[config.mk]
export PLATFORM = sky130hd
export DESIGN_NAME = fetch_prefetch
export DESIGN_NICKNAME = d
export VERILOG_FILES = /design/src/rtl/fetch_prefetch_pkg.sv /design/src/rtl/fetch_fifo.sv /design/src/rtl/fetch_prefetch.sv
export SDC_FILE = /design/constraint.sdc
export NUM_CORES = 1
export LEC_CHECK = 0
export ABC_CLOCK_PERIOD_IN_PS = 18400
export CAP_MARGIN = 0
export CORE_MARGIN = 3
export CORE_UTILIZATION = 40
export CTS_CLUSTER_SIZE = 20
export DETAILED_ROUTE_END_ITERATION = 7
export PLACE_DENSITY = 0.65
export SLEW_MARGIN = 5
export SYNTH_ARGS = -nofsm -noshare
export SYNTH_HDL_FRONTEND = slang
export SYNTH_SLANG_ARGS = --single-unit
[constraint.sdc]
create_clock -name clk -period 18.4 [get_ports clk]
set_input_delay 3.68 -clock clk [delete_from_list [all_inputs] [get_ports clk]]
set_output_delay 3.68 -clock clk [all_outputs]
set_load 0.03 [all_outputs]
[src/rtl/fetch_prefetch_pkg.sv]
// Shared constants and types for the prefetching fetch unit.
package fetch_prefetch_pkg;

    // RAM bus geometry
    localparam int unsigned RAM_AWIDTH = 32;
    localparam int unsigned RAM_DWIDTH = 32;
    localparam int unsigned RAM_LWIDTH = 8;

    // Fetch FSM encodings
    localparam logic [1:0] ST_IDLE  = 2'd0;
    localparam logic [1:0] ST_REQ   = 2'd1;
    localparam logic [1:0] ST_BURST = 2'd2;

    // Instruction presented to the decoder when nothing is buffered (addi x0, x0, 0)
    localparam logic [31:0] NOP = 32'h0000_0013;

    // One prefetch buffer entry
    typedef struct packed {
        logic [31:0] pc;
        logic [31:0] instr;
    } fetch_entry_t;

    // Instruction addresses are word aligned; the low two bits are ignored
    function automatic logic [31:0] word_align(input logic [31:0] addr);
        return {addr[31:2], 2'b00};
    endfunction

endpackage

[src/rtl/fetch_fifo.sv]
// Synchronous FIFO holding {pc, instr} pairs; flush wins over push and pop.
module fetch_fifo #(
    parameter int unsigned WIDTH = 64,
    parameter int unsigned DEPTH = 8
) (
    input  logic                         clk,
    input  logic                         rst,
    input  logic                         push,
    input  logic                         pop,
    input  logic                         flush,
    input  logic [WIDTH-1:0]             din,
    output logic [WIDTH-1:0]             dout,
    output logic [$clog2(DEPTH+1)-1:0]   count,
    output logic                         full,
    output logic                         empty
);

    localparam int unsigned PW = $clog2(DEPTH);
    localparam int unsigned CW = $clog2(DEPTH + 1);

    logic [WIDTH-1:0] mem [DEPTH];
    logic [PW-1:0]    wr_ptr_q;
    logic [PW-1:0]    rd_ptr_q;
    logic [CW-1:0]    count_q;
    logic             do_push;
    logic             do_pop;

    assign full    = (count_q == CW'(DEPTH));
    assign empty   = (count_q == '0);
    assign do_push = push && !full;
    assign do_pop  = pop && !empty;
    assign count   = count_q;
    assign dout    = mem[rd_ptr_q];

    // Pointer and occupancy bookkeeping; pointers wrap naturally since DEPTH is a power of 2
    always_ff @(posedge clk or negedge rst) begin
        if (!rst) begin
            wr_ptr_q <= '0;
            rd_ptr_q <= '0;
            count_q  <= '0;
        end else if (flush) begin
            wr_ptr_q <= '0;
            rd_ptr_q <= '0;
            count_q  <= '0;
        end else begin
            if (do_push) wr_ptr_q <= wr_ptr_q + 1'b1;
            if (do_pop)  rd_ptr_q <= rd_ptr_q + 1'b1;
            count_q <= count_q + CW'(do_push) - CW'(do_pop);
        end
    end

    // Storage array, no reset needed: entries are only read once count says they are valid
    always_ff @(posedge clk) begin
        if (do_push && !flush) mem[wr_ptr_q] <= din;
    end

endmodule

[src/rtl/fetch_prefetch.sv]
// Prefetching fetch unit: issues burst reads ahead of the decoder and buffers {pc, instr}.
module fetch_prefetch
    import fetch_prefetch_pkg::*;
#(
    parameter int unsigned AWIDTH    = RAM_AWIDTH,
    parameter int unsigned DWIDTH    = RAM_DWIDTH,
    parameter int unsigned LWIDTH    = RAM_LWIDTH,
    parameter int unsigned DEPTH     = 8,
    parameter int unsigned BURST_LEN = 4,
    parameter logic [31:0] RESET_PC  = 32'h0
) (
    input  logic              clk,
    input  logic              rst,
    input  logic              redirect_valid,
    input  logic [31:0]       redirect_pc,
    output logic              inst_valid,
    input  logic              inst_ready,
    output logic [31:0]       inst_code,
    output logic [31:0]       inst_pc,
    output logic [AWIDTH-1:0] ram_araddr,
    output logic [LWIDTH-1:0] ram_arlen,
    output logic              ram_arvalid,
    input  logic              ram_arready,
    input  logic [DWIDTH-1:0] ram_rdata,
    input  logic              ram_rvalid,
    output logic              ram_rready,
    input  logic              ram_rlast,
    output logic [AWIDTH-1:0] ram_awaddr,
    output logic [LWIDTH-1:0] ram_awlen,
    output logic              ram_awvalid,
    output logic [DWIDTH-1:0] ram_wdata,
    output logic              ram_wready,
    input  logic              ram_awready,
    input  logic              ram_wvalid,
    input  logic              ram_wlast
);

    localparam int unsigned CW = $clog2(DEPTH + 1);
    localparam int unsigned BW = $clog2(BURST_LEN + 1);

    logic [1:0]        state_q, state_d;
    logic [31:0]       fetch_pc_q, fetch_pc_d;
    logic [31:0]       beat_pc_q, beat_pc_d;
    logic [AWIDTH-1:0] araddr_q, araddr_d;
    logic              discard_q, discard_d;
    logic [BW-1:0]     beat_cnt_q, beat_cnt_d;

    logic              push;
    logic              pop;
    logic              space_ok;
    logic [31:0]       redir_pc;
    logic [CW-1:0]     count;
    logic              fifo_full;
    logic              fifo_empty;
    fetch_entry_t      push_entry;
    fetch_entry_t      head;

    assign redir_pc = word_align(redirect_pc);
    // A whole burst must fit, so space is reserved before the request goes out
    assign space_ok = (count <= CW'(DEPTH - BURST_LEN));

    // Next-state logic for the fetch FSM, pcs and discard flag; redirect overrides everything
    always_comb begin
        state_d    = state_q;
        fetch_pc_d = fetch_pc_q;
        beat_pc_d  = beat_pc_q;
        araddr_d   = araddr_q;
        discard_d  = discard_q;
        beat_cnt_d = beat_cnt_q;
        push       = 1'b0;
        unique case (state_q)
            ST_IDLE: begin
                if (redirect_valid) begin
                    fetch_pc_d = redir_pc;
                end else if (space_ok) begin
                    araddr_d   = AWIDTH'(fetch_pc_q);
                    beat_pc_d  = fetch_pc_q;
                    beat_cnt_d = '0;
                    state_d    = ST_REQ;
                end
            end
            ST_REQ: begin
                // The address stays put until accepted; a redirect only marks the burst stale
                if (ram_arready) state_d = ST_BURST;
                if (redirect_valid) begin
                    fetch_pc_d = redir_pc;
                    discard_d  = 1'b1;
                end
            end
            ST_BURST: begin
                if (ram_rvalid) begin
                    beat_pc_d = beat_pc_q + 32'd4;
                    push      = !discard_q && !redirect_valid &&
                                (beat_cnt_q < BW'(BURST_LEN));
                    if (beat_cnt_q < BW'(BURST_LEN)) beat_cnt_d = beat_cnt_q + 1'b1;
                    if (ram_rlast) begin
                        state_d   = ST_IDLE;
                        discard_d = 1'b0;
                        if (!discard_q) fetch_pc_d = beat_pc_q + 32'd4;
                    end
                end
                if (redirect_valid) begin
                    fetch_pc_d = redir_pc;
                    // Nothing left to drop when the redirect lands on the final beat
                    discard_d  = !(ram_rvalid && ram_rlast);
                end
            end
            default: state_d = ST_IDLE;
        endcase
    end

    // Fetch state registers
    always_ff @(posedge clk or negedge rst) begin
        if (!rst) begin
            state_q    <= ST_IDLE;
            fetch_pc_q <= RESET_PC;
            beat_pc_q  <= RESET_PC;
            araddr_q   <= '0;
            discard_q  <= 1'b0;
            beat_cnt_q <= '0;
        end else begin
            state_q    <= state_d;
            fetch_pc_q <= fetch_pc_d;
            beat_pc_q  <= beat_pc_d;
            araddr_q   <= araddr_d;
            discard_q  <= discard_d;
            beat_cnt_q <= beat_cnt_d;
        end
    end

    assign push_entry = '{pc: beat_pc_q, instr: 32'(ram_rdata)};
    assign pop        = inst_valid && inst_ready;

    fetch_fifo #(
        .WIDTH ($bits(fetch_entry_t)),
        .DEPTH (DEPTH)
    ) u_fifo (
        .clk   (clk),
        .rst   (rst),
        .push  (push),
        .pop   (pop),
        .flush (redirect_valid),
        .din   (push_entry),
        .dout  (head),
        .count (count),
        .full  (fifo_full),
        .empty (fifo_empty)
    );

    assign inst_valid  = !fifo_empty;
    assign inst_code   = inst_valid ? head.instr : NOP;
    assign inst_pc     = inst_valid ? head.pc : 32'h0;

    assign ram_araddr  = araddr_q;
    assign ram_arlen   = LWIDTH'(BURST_LEN - 1);
    assign ram_arvalid = (state_q == ST_REQ);
    assign ram_rready  = (state_q == ST_BURST);

    // Read-only master: write channel held idle
    assign ram_awaddr  = '0;
    assign ram_awlen   = '0;
    assign ram_awvalid = 1'b0;
    assign ram_wdata   = '0;
    assign ram_wready  = 1'b0;

    logic unused_inputs;
    assign unused_inputs = ^{ram_awready, ram_wvalid, ram_wlast, fifo_full};

endmodule

==> qor.yml <==
layout:
  final_common_cell: "edfxtp_1"
  drive_above_1_share: 0.148
  multi_input_area_mm2: 0.00713
  area_growth_pct: 16.4
  final_nets: 1851
  final_cell_mix: "edfxtp_1, nand2_1, clkdlybuf4s50_1"
  nFillCells: 5389
  design_area_mm2: 0.0302
  seq_area_mm2: 0.0182
global_route:
  antenna_found_initial: 2
  overflow: 0
  grt_max_degree: 104
  grt_pass1_wl_um: 87300
  grt_pass1_vias: 14430
  grt_use_total: 0.169
hold_path:
  hp-class: "flip-flop to flip-flop"
  hold_depth: 2
setup_path:
  worstSetupPathType: "flip-flop to primary output"
  cp.arrival_ns: 4.15
  reg2regPathDepth: 6
  cp_max_fo: 76
  worstPathCellList: "buf_4 -> mux4_2 -> mux2i_1 -> nor2_1 -> clkdlybuf4s50_1"
  critPathLaunchType: "flip-flop"
  slowest_delay_ns: 0.99
  cp_slowest_cell: "dfrtp_4"
  endpoint_kind: "primary output"
  cp_data_required_time_ns: 14.72
place:
  gp_congestion: 0.846
  io_buffers: 167
  dpl-instance-area_mm2: 0.0283
  hpwl_um: 33100
yosys:
  syn_area_per_cell_um2: 16.2
  async_flop_share: 0.179
  ys_seq_area_frac: 0.700
  synth_edf_count: 512
  yosysUniqueCellTypes: 61
  synthFlopType: "edfxtp_1"
  syn_inst: 1602
  syn_area_mm2: 0.0260
  synth_warnings: 0
  synth-seq-cells: 624
sta:
  slew-limit-headroom: 0.249
  finalSetupViolCount: 0
  final-max-slew-violation-count: 0
  finalHoldViolations: 0
  clock_skew_ns: 0.0235
  worstMarginPinSlew_ns: 1.13
  fmax_ghz: 0.128
  rsz0062_at_grt: "no"
  period_share: 0.425
  fin_tns_setup_ns: 0
  period_needed_ns: 7.83
clock_network:
  cts_tree: "built"
  cts_hold_buf: 0
  cts_sinks: 624
  clock_latency_ns: 0.62
  cts_max_path_buffers: 3
  cts_made_buffers: 61
  htreeDepth: 2
  post_cts_resized: 0
  clk_pin_slew_ns: 0.06
  cts_setup_buffers: 0
  cts_root_buffer: "clkbuf_16"
floorplanning:
  die_h_um: 261
  initial_utilization: 0.408
  die_w_um: 261
  io_pins: 255
  die_area_mm2: 0.0680
  num_rows: 92
  core_area_mm2: 0.0637
routing:
  routedWlPerCell_um: 21.6
  drtAntennaViolNets: 0
  avgViaCountPerCell: 5.31
  drc: 0
  drt-pass1-iter-count: 8
  drt-initial-drc-count: 1202
  routed_wl_um: 57600
  vias: 14133
power:
  p_leak_uw: 0.0101
  power_density_mw_per_mm2: 149
  ir_drop_v: 0.000117
run:
  drv_cap: 0
outcome:
  status: "completed"
## logic make-up after synthesis
group / share of synthesized area
AO/OA/AOI/OAI: 0.0416
XOR/XNOR: 0.00742
adder cells (fa/ha/maj): 0.00607
buffers and inverters: 0.0401
flip-flops: 0.700
multiplexers: 0.138
other: 0.000289
AND/OR/NAND/NOR: 0.0667
## layer usage
| metal | vias to the layer above | track usage | routed length, µm |
|---|---|---|---|
| met5 | - | 0 | 26 |
| met4 | 4 | 0.0393 | 1020 |
| met3 | 76 | 0.0287 | 3420 |
| met2 | 434 | 0.277 | 28100 |
| met1 | 7322 | 0.237 | 25100 |
| li1 | 6297 | - | - |
## state kept, by name, indices dropped and copies added, names as in the netlist
signal and flops:
ram_araddr 32, u_fifo.mem 512, u_fifo.rd_ptr_q 3, u_fifo.count 4, beat_cnt_q 3, discard_q 1
state_q 2, beat_pc_q 32, fetch_pc_q 32, u_fifo.wr_ptr_q 3
## path summary, 6_finish.rpt
path | endpoint | start | slack, ns
worst max register to register | u_fifo.mem[4][40] | state_q[1] | 14.33
max in group asynchronous | u_fifo.rd_ptr_q[0] | rst | 13.87
min in group asynchronous | ram_araddr[12] | rst | 3.04
worst min register to register | fetch_pc_q[0] | fetch_pc_q[0] | 0.47
worst max-delay path | inst_pc[9] | u_fifo.rd_ptr_q[1] | 10.57
worst min-delay path | fetch_pc_q[0] | fetch_pc_q[0] | 0.47
## final cells by class
class | instances | share of cell area
inverters | 18 | 0.00223
well taps | 846 | 0.0350
clock inverters | 28 | 0.00857
diodes | 2 | 0.000166
flip-flops and latches | 624 | 0.602
clock buffers | 86 | 0.0553
repair buffers | 190 | 0.0613
multi-input cells | 870 | 0.236
## worst max-delay path, delay by kind of cell, from the launching register on
kind | cells | cell delay, ns
simple gates | 1 | 0.08
flops | 1 | 0.99
mux | 2 | 0.80
buf+inv | 2 | 1.59
## power breakdown
| group | switching (µW) | leakage (µW) | internal [µW] |
|---|---|---|---|
| clock | 515 | 0.000940 | 689 |
| combinational | 787 | 0.00313 | 576 |
| sequential | 228 | 0.00600 | 1710 |
## through the flow
step / power [µW] / util / hold WS [ns] / std cells / worst slack (ns)
after floorplan: 2820 / - / 0.439 / 1682 / 8.56
after global placement: 3320 / 0.445 / 0.458 / 2548 / 10.41
after detailed placement: 3350 / 0.445 / 0.462 / 2548 / 10.38
after CTS: 4560 / 0.475 / 0.477 / 2662 / 10.43
after global routing: 4740 / 0.475 / 0.505 / 2662 / 10.39
final: 4510 / 0.475 / 0.473 / 2664 / 10.57
## cell usage after synthesis, drive strengths merged (4+ instances only)
library cell,count,area (µm²)
buf,108,738
a31o,5,43.8
o22ai,4,25.0
o21a,7,52.6
o221a,6,67.6
and2,4,25.0
o211ai,10,75.1
ha,11,138
inv,18,67.6
mux4,128,2880
nand4,15,100
dfrtp,112,2800
nor2,106,398
xnor2,12,105
or3,6,37.5
mux2i,69,691
nor4,10,108
a21oi,43,215
nand2b,6,37.5
xor2,10,87.6
o31ai,4,30.0
edfxtp,512,15400
o21ai,59,295
nor3,17,85.1
clkbuf,62,235
a22o,5,43.8
nand3,35,180
nand2,175,657
o31a,5,43.8
Power figures use the tool's default switching activity.
